--- src/rtl/mult_control.sv ---
// mult_control: sequencing controller for a shift-add multiplier datapath (mult/multu).
//
// Runs one multiply as LOAD, then WIDTH pairs of TEST/SHIFT, then DONE. In TEST the
// datapath adds the multiplicand when the multiplier LSB is set. For a signed multiply,
// the final iteration subtracts instead, because the multiplier MSB has negative weight.
//
// Parameters:
//   WIDTH  operand width, which is also the number of add/shift iterations
//   CNT_W  iteration counter width; must be able to hold the value WIDTH
//
// Ports:
//   Clk     in   system clock, rising-edge active
//   Reset   in   asynchronous, active-high reset
//   Start   in   multiply request; honoured only in IDLE
//   Signed  in   1 = signed (mult), 0 = unsigned (multu); sampled in LOAD
//   Lsb     in   current LSB of the datapath product/multiplier register
//   Busy    out  high in LOAD, TEST and SHIFT
//   Load    out  datapath: load operands, clear product high half
//   Add     out  datapath: product_hi <= product_hi + multiplicand
//   Sub     out  datapath: product_hi <= product_hi - multiplicand
//   Shift   out  datapath: shift product register right by one
//   Done    out  one-cycle completion pulse; product valid
//   Count   out  iterations completed

module mult_control #(
  parameter int unsigned WIDTH = 32,
  parameter int unsigned CNT_W = 6
) (
  input  logic             Clk,
  input  logic             Reset,
  input  logic             Start,
  input  logic             Signed,
  input  logic             Lsb,
  output logic             Busy,
  output logic             Load,
  output logic             Add,
  output logic             Sub,
  output logic             Shift,
  output logic             Done,
  output logic [CNT_W-1:0] Count
);

  typedef enum logic [2:0] {
    StIdle,
    StLoad,
    StTest,
    StShift,
    StDone
  } state_e;

  state_e           state_q, state_d;
  logic             signed_q;
  logic [CNT_W-1:0] count_q;
  logic             last_iter;

  // Count still holds the index of the iteration in progress during TEST and SHIFT.
  assign last_iter = (count_q == CNT_W'(WIDTH - 1));
  assign Count     = count_q;

  // State register
  always_ff @(posedge Clk or posedge Reset) begin
    if (Reset) begin
      state_q <= StIdle;
    end else begin
      state_q <= state_d;
    end
  end

  // Iteration counter and latched signedness
  always_ff @(posedge Clk or posedge Reset) begin
    if (Reset) begin
      count_q  <= '0;
      signed_q <= 1'b0;
    end else begin
      case (state_q)
        StLoad: begin
          count_q  <= '0;
          signed_q <= Signed;
        end
        StShift: count_q <= count_q + CNT_W'(1);
        default: ;
      endcase
    end
  end

  // Next-state logic
  always_comb begin
    state_d = state_q;
    case (state_q)
      StIdle:  if (Start) state_d = StLoad;
      StLoad:  state_d = StTest;
      StTest:  state_d = StShift;
      StShift: state_d = last_iter ? StDone : StTest;
      StDone:  state_d = StIdle;
      default: state_d = StIdle;
    endcase
  end

  // Outputs; Add/Sub depend on Lsb combinationally within TEST.
  always_comb begin
    Busy  = 1'b0;
    Load  = 1'b0;
    Add   = 1'b0;
    Sub   = 1'b0;
    Shift = 1'b0;
    Done  = 1'b0;
    case (state_q)
      StLoad: begin
        Busy = 1'b1;
        Load = 1'b1;
      end
      StTest: begin
        Busy = 1'b1;
        if (Lsb && signed_q && last_iter) begin
          Sub = 1'b1;
        end else if (Lsb) begin
          Add = 1'b1;
        end
      end
      StShift: begin
        Busy  = 1'b1;
        Shift = 1'b1;
      end
      StDone:  Done = 1'b1;
      default: ;
    endcase
  end

endmodule

--- config.mk ---
export PLATFORM = sky130hd
export DESIGN_NAME = mult_control
export DESIGN_NICKNAME = d
export VERILOG_FILES = /design/src/rtl/mult_control.sv
export SDC_FILE = /design/constraint.sdc
export NUM_CORES = 1
export LEC_CHECK = 0
export CAP_MARGIN = 30
export CORE_AREA = 3 3 40 42
export DETAILED_ROUTE_END_ITERATION = 7
export DIE_AREA = 0 0 43 45
export PLACE_DENSITY_LB_ADDON = 0.2
export SETUP_SLACK_MARGIN = 0.05
export SLEW_MARGIN = 30
export SYNTH_ARGS = -nofsm -noshare
export SYNTH_HDL_FRONTEND = slang
export SYNTH_SLANG_ARGS = --single-unit
--- constraint.sdc ---
create_clock -name Clk -period 1.55 [get_ports Clk]
set_input_delay 0.2325 -clock Clk [delete_from_list [all_inputs] [get_ports Clk]]
set_output_delay 0.2325 -clock Clk [all_outputs]
set_load 0.05 [all_outputs]
; ---- Yosys cells after proc, flatten, opt, wreduce, memory -nomap -nowiden
; Index checks and enable logic that the tools add are counted.
[totals]
latch_bits = 0
ramBits = 0
reg_bits = 10
output_inout_bits = 12
memories = 0
romBits = 0
[classes]
mux = 13
eq_ne = 6
div = 0
n_reduce_logical = 5
n_lt_le_gt_ge = 0
bitwise = 0
addsub = 1
shift = 0
mul = 0
[ops]
columns = cell, count
row1 = $pmux W3 S4, 1
row2 = $pmux W6 S2, 1
row3 = $mux W1, 9
row4 = $add A6 B1 Y6 const B, 1
row5 = $eq A3 B2 Y1 const B, 2
row6 = $eq A6 B5 Y1 const B, 1
row7 = $mux W3, 2
row8 = $eq A3 B1 Y1 const B, 1
row9 = $eq A3 B3 Y1 const B, 1
row10 = $logic_not A3 Y1, 1
row11 = $reduce_or A3 Y1, 1
row12 = $logic_and A1 B1 Y1, 2
row13 = $ne A2 B2 Y1 const B, 1
row14 = $reduce_bool A2 Y1, 1

; ---- Depth between registers and ports, before layout
; Gate-level depths: netlist of run 1.
[logic_depth]
ltp_word = 4
ltp_mapped = 4
mapped_depth_nobuf = 4

; ---- Least setup slack after synthesis of run 1
; OpenSTA, ideal clock, no wires.
[synth_timing]
kind = register to output
startpoint = register count_q[0], in the netlist Count[0]
endpoint = output port Add
path_stages_with_launch = 5
n_path_buf = 0
t_arrival_ns = 2.205
setup_slack_ns = -0.887
path_cell_list = dfrtp_1 -> ha_1 -> nand2_1 -> nor2_1 -> a21boi_0
[synth_between]
elab_chain_len = 4
[synth_lines]
columns = element, line
row1 = from (decl), 53  ; logic [CNT_W-1:0] count_q;
row2 = from (signal assigned), 80  ; StShift: count_q <= count_q + CNT_W'(1);
row3 = $eq A6 B5 Y1, 57  ; assign last_iter = (count_q == CNT_W'(WIDTH - 1));
row4 = $logic_and A1 B1 Y1, 114  ; if (Lsb && signed_q && last_iter) begin
row5 = $mux W1, 114
row6 = $mux W1, 107  ; case (state_q)
row7 = to (decl), 36  ; output logic Add,
; No other way between the ends.

; ---- Worst setup path in the final report of run 1
[layout_timing]
startpoint = register count_q[5], in the netlist Count[5]
endpoint = output port Sub
[layout_between]
elab_chain_len = 4
[layout_lines]
columns = element, line
row1 = $eq A6 B5 Y1, 57
row2 = $logic_and A1 B1 Y1, 114
row3 = $mux W1, 114
row4 = $mux W1, 107
row5 = to (decl), 37  ; output logic Sub,
; No other way between the ends.

==> flow_summary.ini, run 1 <==
[floorplan]
dieHeight_um = 45
core_region_area_um2 = 1280
dieArea_um2 = 1940
fp-row-count = 13
start_util_pct = 41.9
ios = 17
die_w_um = 43

[placed_design]
placed_cell_area_um2 = 847
dp_hpwl_mm = 1.06
io_buffers = 16
dp_slack_ns = -0.0379
place_congestion = 0.725
dp_cells = 89

[clock_network]
clk_pin_slew_worst_paths_ns = 0.07
clock_latency_ns = 0.26
hold_buffers = 0
numCtsBuffers = 3
cts_tree = done
htree_levels = 1
numClockSinks = 10
clockRootBuffer = clkbuf_4
clk_path_buf_depth = 2

[run_status]
status = finished with violations
violations = negative setup slack

[global_route]
grt_pass1_vias = 534
overflow = 0
grt_max_degree = 11
antenna_found_initial = 0
grt_pass1_wl_mm = 2.42
grt.total_usage_pct = 17.0

[pwr]
cellLeakagePower_nw = 0.392
power.density_nw_per_um2 = 2040
ir_drop_v = 0.00146

[yosys]
yosysTopAreaCell = dfrtp_1
yosysSeqAreaShare_pct = 46.5
syn_area_per_cell_um2 = 9.61
yosys_warnings = 0
synth_fp_nets = 62
synth_seq_cells = 10
syn_area_um2 = 538
syn_inst = 56
synthTopCellsByArea = dfrtp_1, o21ai_0, nand2_1
yosys.area.top_type_share_pct = 46.5
synth_cell_types = 25

[sta]
finalWorstSetupSlack_ns = -0.0558
rsz0062_at_grt = yes
relSlewSlack_pct = 74.1
tightest_slew_ns = 0.388
finalSetupViolCount = 2
drv_slew = 0
max_freq_mhz = 623
finalHoldViolCount = 0
min_period_ns = 1.61
worst_clock_skew_ns = 0.000301
tns_ns = -0.106
period_share_pct = 104
holdWs_ns = 0.241

[drt]
routed_wirelength_mm = 1.43
vias = 502
drtIter0Drc = 8
postRouteAntennaNets = 0
dr.pass1.iters = 4
drc = 0
vias_per_cell = 5.18
wire_per_inst_um = 14.7

[final_layout]
stdcell_count = 97
layout.nets = 89
fin_area_um2 = 943
drive_gt1_share_pct = 54.9
area_delta_synth_final_pct = 75.3
diodes = 0

[setup_path]
path_class = reg -> out
cp-end-kind = primary output
cp-start-kind = flop
crit_fanout = 2
cp.arrival_ns = 1.37
worstPathRequired_ns = 1.32

[worst_hold_path]
hp-class = in -> async

[job]
drv_cap = 0
==> worst paths after layout <==
| check | slack (ns) | endpoint | from | cells past startpoint |
|---|---|---|---|---|
| worst min-delay path | 0.24 | signed_q | Reset | 2 |
| worst max register to register | 0.25 | Count[4] | Count[0] | 5 |
| worst min register to register | 0.57 | state_q[0] | state_q[2] | 1 |
| worst max-delay path | -0.06 | Sub | Count[5] | 4 |
| min in group Clk | 0.54 | state_q[0] | Start | 3 |
| max in group asynchronous | 1.01 | Count[1] | Reset | 2 |
==> power breakdown <==
| group | internal [W] | leakage [nW] | switching [W] |
|---|---|---|---|
| clock network | 0.0000995 | 0.0150 | 0.0000907 |
| registers | 0.000379 | 0.113 | 0.000171 |
| logic | 0.000522 | 0.265 | 0.000658 |
| total | 0.00100 | 0.392 | 0.000920 |
==> area by class of cell <==
| cell class | count | area, µm² |
|---|---|---|
| Multi-Input combinational cell | 40 | 329 |
| Fill cell | 96 | 342 |
| Timing Repair Buffer | 24 | 294 |
| Clock buffer | 4 | 26.3 |
| Tap cell | 15 | 18.8 |
| Inverter | 4 | 15.0 |
| Sequential cell | 10 | 260 |
==> cell families (layout without fill, tap and decap cells) <==
family          after synthesis  in the layout  share of synthesized area, %
flops                        10             10                          46.5
fa+ha+maj                     1              1                          2.33
mux                           1              1                          2.79
buf+inv                       6             32                          6.28
simple gates                 26             26                          28.6
compound gates               12             12                          13.5
==> metal layers <==
layer  up-vias  part of all wire [%]  track usage, %  wire length, µm
li1        248                     -               -                -
met1       242                    44            21.3              626
met2        12                    52            26.9              739
met3         0                   4.4            4.38               63
met4         0                     0            9.04                0
met5         -                     0               0                0
==> registers in the layout, summed over array words and instances (netlist names) <==
| register | count |
|---|---|
| signed_q | 1 |
| Count | 6 |
| state_q | 3 |
==> per-stage QoR <==
step / util (%) / power (W)
after CTS: 72.2 / 0.00189
after detailed placement: 65.9 / 0.00160
after global routing: 73.4 / 0.00202
after global placement: 65.9 / 0.00157
final: 73.4 / 0.00192
after floorplan: - / 0.00118
==> layout by cell type (no fill, tap or decap), drive strengths merged, types with 2 or more instances in the layout <==
master	n
buf	20
dfrtp	10
o21ai	6
nand2	6
nor2	5
clkdlybuf4s50	4
inv	4
clkbuf	4
nor3	3
nand3	2
a21oi	2
or3	2
nand3b	2
nand2b	2
==> cell usage after synthesis <==
library cell	n
nand3b_4	1
o31ai_1	1
and2_1	1
ha_1	1
nand2_1	6
o21ai_0	6
o221ai_1	1
and3_1	1
a21oi_1	2
dfrtp_1	10
nand4b_1	1
buf_4	1
nor2_1	4
nand3b_1	1
nand2b_1	2
a21boi_0	1
nor3_1	3
nand3_1	2
nor2_4	1
mux2_4	1
buf_6	1
or3_1	2
nor2b_1	1
inv_1	4
o31a_1	1
==> worst max-delay path, cell delays in order (launching register included) <==
cell and delay [ns]:
dfrtp_2 0.40, nand3b_1 0.22, nor2_4 0.15, and3_4 0.20, buf_12 0.13
==> timing repair <==
item	4_1_cts	5_1_grt
cloned	0	0
buffers inserted	4	0
resized for setup	7	4
endpoints found under the hold margin	0	0
endpoints found under the setup margin	4	5
pin swaps	2	1
No activity file was read; power rests on OpenSTA's default activity.
==> run 2: changes to the inputs <==
--- a/config.mk
+++ b/config.mk
@@ -6,9 +6,12 @@
 export NUM_CORES = 1
 export LEC_CHECK = 0
 export CAP_MARGIN = 30
-export CORE_AREA = 3 3 40 42
+export CELL_PAD_IN_SITES_DETAIL_PLACEMENT = 1
+export CELL_PAD_IN_SITES_GLOBAL_PLACEMENT = 1
+export CORE_MARGIN = 3
+export CORE_UTILIZATION = 32
 export DETAILED_ROUTE_END_ITERATION = 7
-export DIE_AREA = 0 0 43 45
+export MAX_ROUTING_LAYER = met4
 export PLACE_DENSITY_LB_ADDON = 0.2
 export SETUP_SLACK_MARGIN = 0.05
 export SLEW_MARGIN = 30
==> flow_summary.ini, run 2 (synthesis results as in run 1) <==
[setup_path]
path_class = reg -> out
crit_path_cell_trace = nand3b_1 > nor2_4 > and3_4 > buf_12
crit_fanout = 2
slowest_stage = dfrtp_2
rr_startpoint = state_q[1]
cp-start-kind = flop
cp.arrival_ns = 1.37
cpPeakStageDelay_ns = 0.40
cp-end-kind = primary output
r2r-end = signed_q
regToRegSetupSlack_ns = 0.19
worstPathRequired_ns = 1.32
r2r_cells = 5

[run_status]
violations = negative setup slack
status = finished with violations

[sta]
finalHoldViolCount = 0
worst_clock_skew_ns = 0.00373
finalWorstSetupSlack_ns = -0.0505
max_freq_mhz = 625
rsz0062_at_grt = yes
drv_slew = 0
relSlewSlack_pct = 73.3
period_share_pct = 103
min_period_ns = 1.60
tightest_slew_ns = 0.400
finalSetupViolCount = 1
holdWs_ns = 0.249

[global_route]
grt_pass1_wl_mm = 2.12
grt_max_degree = 11
grt.total_usage_pct = 14.2
grt.busiest_layer = met2
met3_usage_pct = 5.75
grt_util_met1_pct = 18.3
overflow = 0
grt_pass1_vias = 479
grtUsageMet2_pct = 21.4
antenna_found_initial = 0

[clock_network]
numCtsBuffers = 3
clockRootBuffer = clkbuf_4
clk_pin_slew_worst_paths_ns = 0.07
cts_tree = done
clk_path_buf_depth = 2
numClockSinks = 10
htree_levels = 1
clock_latency_ns = 0.26
hold_buffers = 0

[placed_design]
dp_hpwl_um = 966
placed_cell_area_um2 = 873
place_congestion = 0.732
io_buffers = 16
dp_cells = 90

[final_layout]
diodes = 0
fin_area_um2 = 1000
stdcell_count = 101
fillCellCount = 163
largest_reg_flops = 6
area_delta_synth_final_pct = 86.7
layout.nets = 93
mostFrequentLayoutCells = buf_4, buf_12, dfrtp_2
multi_input_area_um2 = 332
drive_gt1_share_pct = 57.6
layout_commonest_cell = buf_4
seqCellArea_um2 = 260

[floorplan]
dieHeight_um = 47.0
core_region_area_um2 = 1540
die_w_um = 47.0
start_util_pct = 34.9
fp-row-count = 14
ios = 17
dieArea_um2 = 2210

[drt]
drtIter0Drc = 2
routed_wirelength_mm = 1.56
vias_per_cell = 5.15
drc = 0
vias = 520
postRouteAntennaNets = 0
dr.pass1.iters = 2
wire_per_inst_um = 15.4

[pwr]
power.density_nw_per_um2 = 2030
ir_drop_v = 0.00146
p_clk_share_pct = 8.7
switchingPower_w = 0.000944
cellLeakagePower_nw = 0.431
seq_power_share_pct = 26.0
combPwrFrac_pct = 65.3
p_int_w = 0.00110
total_power_w = 0.00204
swShare_pct = 46.2

[job]
drv_cap = 0

[worst_hold_path]
hp-class = in -> async
==> run 2: cell count changes in the layout (fill, tap and decap cells not counted) <==
| cell | delta |
|---|---|
| nand2_1 | -1 |
| dlymetal6s2s_1 | +1 |
| inv_1 | +1 |
| clkdlybuf4s50_1 | -1 |
| buf_4 | +1 |
| clkbuf_1 | -1 |
| nand2_2 | +1 |
| buf_12 | +2 |
| buf_6 | +1 |
| inv_2 | -1 |
==> run 2: through the flow <==
step                util [%]  setup TNS, ns  setup slack, ns
finish                  65.2        -0.0505          -0.0505
floorplan                  -              0           0.0660
global route            65.2         -0.171           -0.115
CTS                     61.0         -0.104          -0.0698
detailed placement      56.7        -0.0491          -0.0413
global placement        56.7        -0.0132          -0.0132
==> run 2: repair_timing <==
| item | CTS | global route |
|---|---|---|
| endpoints found under the setup margin | 4 | 5 |
| pin swaps | 0 | 3 |
| buffers inserted | 3 | 5 |
| gates resized for setup | 6 | 7 |
==> run 2: worst max-delay path by stage <==
stage,endpoint,start
2_1_floorplan,Sub,Count[0]
3_3_place_gp,Add,Lsb
3_5_place_dp,Add,Lsb
4_1_cts,Sub,Count[5]
5_1_grt,Sub,Count[5]
6_report,Sub,Count[5]
==> run 2: per-layer routing <==
metal	wire length [µm]	part of all wire (%)	vias up
met5	0	0	-
met1	636	41	242
met3	92	5.9	4
met4	36	2.3	0
li1	-	-	255
met2	790	51	19
==> run 2: critical path: cells and delay by family, from the launching register on <==
| kind | cells | cell delay, ns |
|---|---|---|
| buffers and inverters | 1 | 0.13 |
| DFF | 1 | 0.40 |
| and+or+nand+nor | 3 | 0.57 |
==> run 2: area by class of cell <==
class | instances | share of cell area (%)
clock buffer | 3 | 2.24
inverter | 4 | 1.49
multi-input combinational | 40 | 33.0
sequential | 10 | 25.9
tap | 16 | 1.99
timing repair buffer | 28 | 35.4
==> run 2: power by group through the flow <==
stage	sequential, W	combinational, W	clock (W)
3_5_place_dp	0.000564	0.00110	0
4_1_cts	0.000540	0.00121	0.000185
6_report	0.000530	0.00133	0.000177
2_1_floorplan	0.000759	0.000417	0
3_3_place_gp	0.000559	0.00109	0
5_1_grt	0.000551	0.00142	0.000196
==> run 3: changes to the inputs <==
--- a/config.mk
+++ b/config.mk
@@ -12,8 +12,8 @@
 export CORE_UTILIZATION = 32
 export DETAILED_ROUTE_END_ITERATION = 7
 export MAX_ROUTING_LAYER = met4
-export PLACE_DENSITY_LB_ADDON = 0.2
-export SETUP_SLACK_MARGIN = 0.05
+export PLACE_DENSITY = 0.74
+export RECOVER_POWER = 50
 export SLEW_MARGIN = 30
 export SYNTH_ARGS = -nofsm -noshare
 export SYNTH_HDL_FRONTEND = slang
==> flow_summary.ini, run 3 (synthesis results as in run 1) <==
[run_status]
status = finished with violations
violations = negative setup slack

[clock_network]
cts_tree = done
htree_levels = 1
hold_buffers = 0
numCtsBuffers = 3
clk_path_buf_depth = 2
clockRootBuffer = clkbuf_4
clock_latency_ns = 0.28
clk_pin_slew_worst_paths_ns = 0.08
numClockSinks = 10

[sta]
finalSetupViolCount = 2
max_freq_mhz = 618
tightest_slew_ns = 0.418
period_share_pct = 104
finalHoldViolCount = 0
relSlewSlack_pct = 72.1
min_period_ns = 1.62
rsz0062_at_grt = yes
finalWorstSetupSlack_ns = -0.0677
drv_slew = 0
worst_clock_skew_ns = 0.00630

[job]
drv_cap = 0

[drt]
vias_per_cell = 5.50
dr.pass1.iters = 4
postRouteAntennaNets = 0
vias = 550
drc = 0
wire_per_inst_um = 18.2
routed_wirelength_mm = 1.82
drtIter0Drc = 4

[final_layout]
mostFrequentLayoutCells = buf_4, dfrtp_2, buf_12
final_util_pct = 62.0
layout.nets = 91
layout_commonest_cell = buf_4
drive_gt1_share_pct = 56.0
diodes = 0
area_delta_synth_final_pct = 77.7
fin_area_um2 = 956
largest_reg_flops = 6
fillCellCount = 162

[setup_path]
cp-start-kind = flop
crit_fanout = 4
path_class = reg -> out
cp.arrival_ns = 1.39
worstPathRequired_ns = 1.32
cp-end-kind = primary output

[placed_design]
dp_slack_ns = -0.0474
dp_hpwl_mm = 1.15
placed_cell_area_um2 = 841
io_buffers = 16
place_congestion = 0.733

[floorplan]
start_util_pct = 34.9
die_w_um = 47.0
ios = 17
core_region_area_um2 = 1540
fp-row-count = 14
dieArea_um2 = 2210
dieHeight_um = 47.0

[pwr]
power.density_nw_per_um2 = 2120
ir_drop_v = 0.00155
cellLeakagePower_nw = 0.407

[global_route]
grt_pass1_vias = 563
grt_max_degree = 11
antenna_found_initial = 0
overflow = 0
grt_pass1_wl_mm = 2.68
grt.total_usage_pct = 18.0

[worst_hold_path]
hp-class = in -> async
[run 3: changes by cell type in the layout (fill, tap and decap cells not counted), sizes merged]
cell          previous run  this run
dlygate4sd3              0         1
buf                     24        21
clkbuf                   3         5
dlymetal6s2s             1         0
[run 3: worst paths after layout]
path | startpoint | endpoint | slack, ns | cells after the start
setup / recovery | Count[1] | Sub | -0.07 | 5
hold / removal | Reset | signed_q | 0.37 | 2
setup reg to reg | state_q[0] | Count[5] | 0.24 | 5
hold reg to reg | state_q[2] | state_q[0] | 0.55 | 1
max in group asynchronous | Reset | state_q[2] | 0.85 | 2
min in group Clk | Start | state_q[0] | 0.52 | 3
[run 3: metal layers]
| metal | routed length, µm | part of all wire, % | global-route usage, % | up-vias |
|---|---|---|---|---|
| met5 | 0 | 0 | - | - |
| met4 | 70 | 3.9 | 6.63 | 0 |
| met3 | 88 | 4.8 | 4.21 | 10 |
| met2 | 903 | 50 | 28.7 | 17 |
| met1 | 756 | 42 | 21.9 | 273 |
| li1 | - | - | - | 250 |
[run 3: layout make-up]
| cell class | instances | area [µm²] | share of cell area (%) |
|---|---|---|---|
| Sequential cell | 10 | 262 | 27.4 |
| Timing Repair Buffer | 26 | 307 | 32.1 |
| Clock buffer | 4 | 36.3 | 3.80 |
| Inverter | 4 | 15.0 | 1.57 |
| Multi-Input combinational cell | 40 | 317 | 33.1 |
| Tap cell | 16 | 20.0 | 2.09 |
[run 3: where the power goes]
part / internal [W] / switching [W] / total, W
registers: 0.000379 / 0.000153 / 0.000532
logic: 0.000549 / 0.000695 / 0.00124
clock network: 0.000143 / 0.000111 / 0.000254
total: 0.00107 / 0.000959 / 0.00203
[run 3: through the flow]
stage / hold WS (ns) / total power (W) / setup TNS [ns] / cells
after global placement: 0.538 / 0.00159 / 0 / 90
after CTS: 0.252 / 0.00198 / -0.0975 / 97
final: 0.374 / 0.00203 / -0.107 / 100
after global routing: 0.403 / 0.00214 / -0.231 / 100
after floorplan: 0.0723 / 0.00116 / 0 / 56
after detailed placement: 0.547 / 0.00162 / -0.0728 / 90
[run 3: worst max-delay path, cell delays in order, from the launching register on]
cell and delay [ns]:
dfrtp_2 0.39, ha_4 0.17, nand2_4 0.07, nor2_4 0.14
and3_4 0.20, buf_12 0.13
[run 3: timing repair]
item                       4_1_cts  5_1_grt
gates cloned                     0        0
gates resized for setup          7        4
pin swaps                        2        2
setup endpoints to repair        3        4
buffers inserted                 3        3
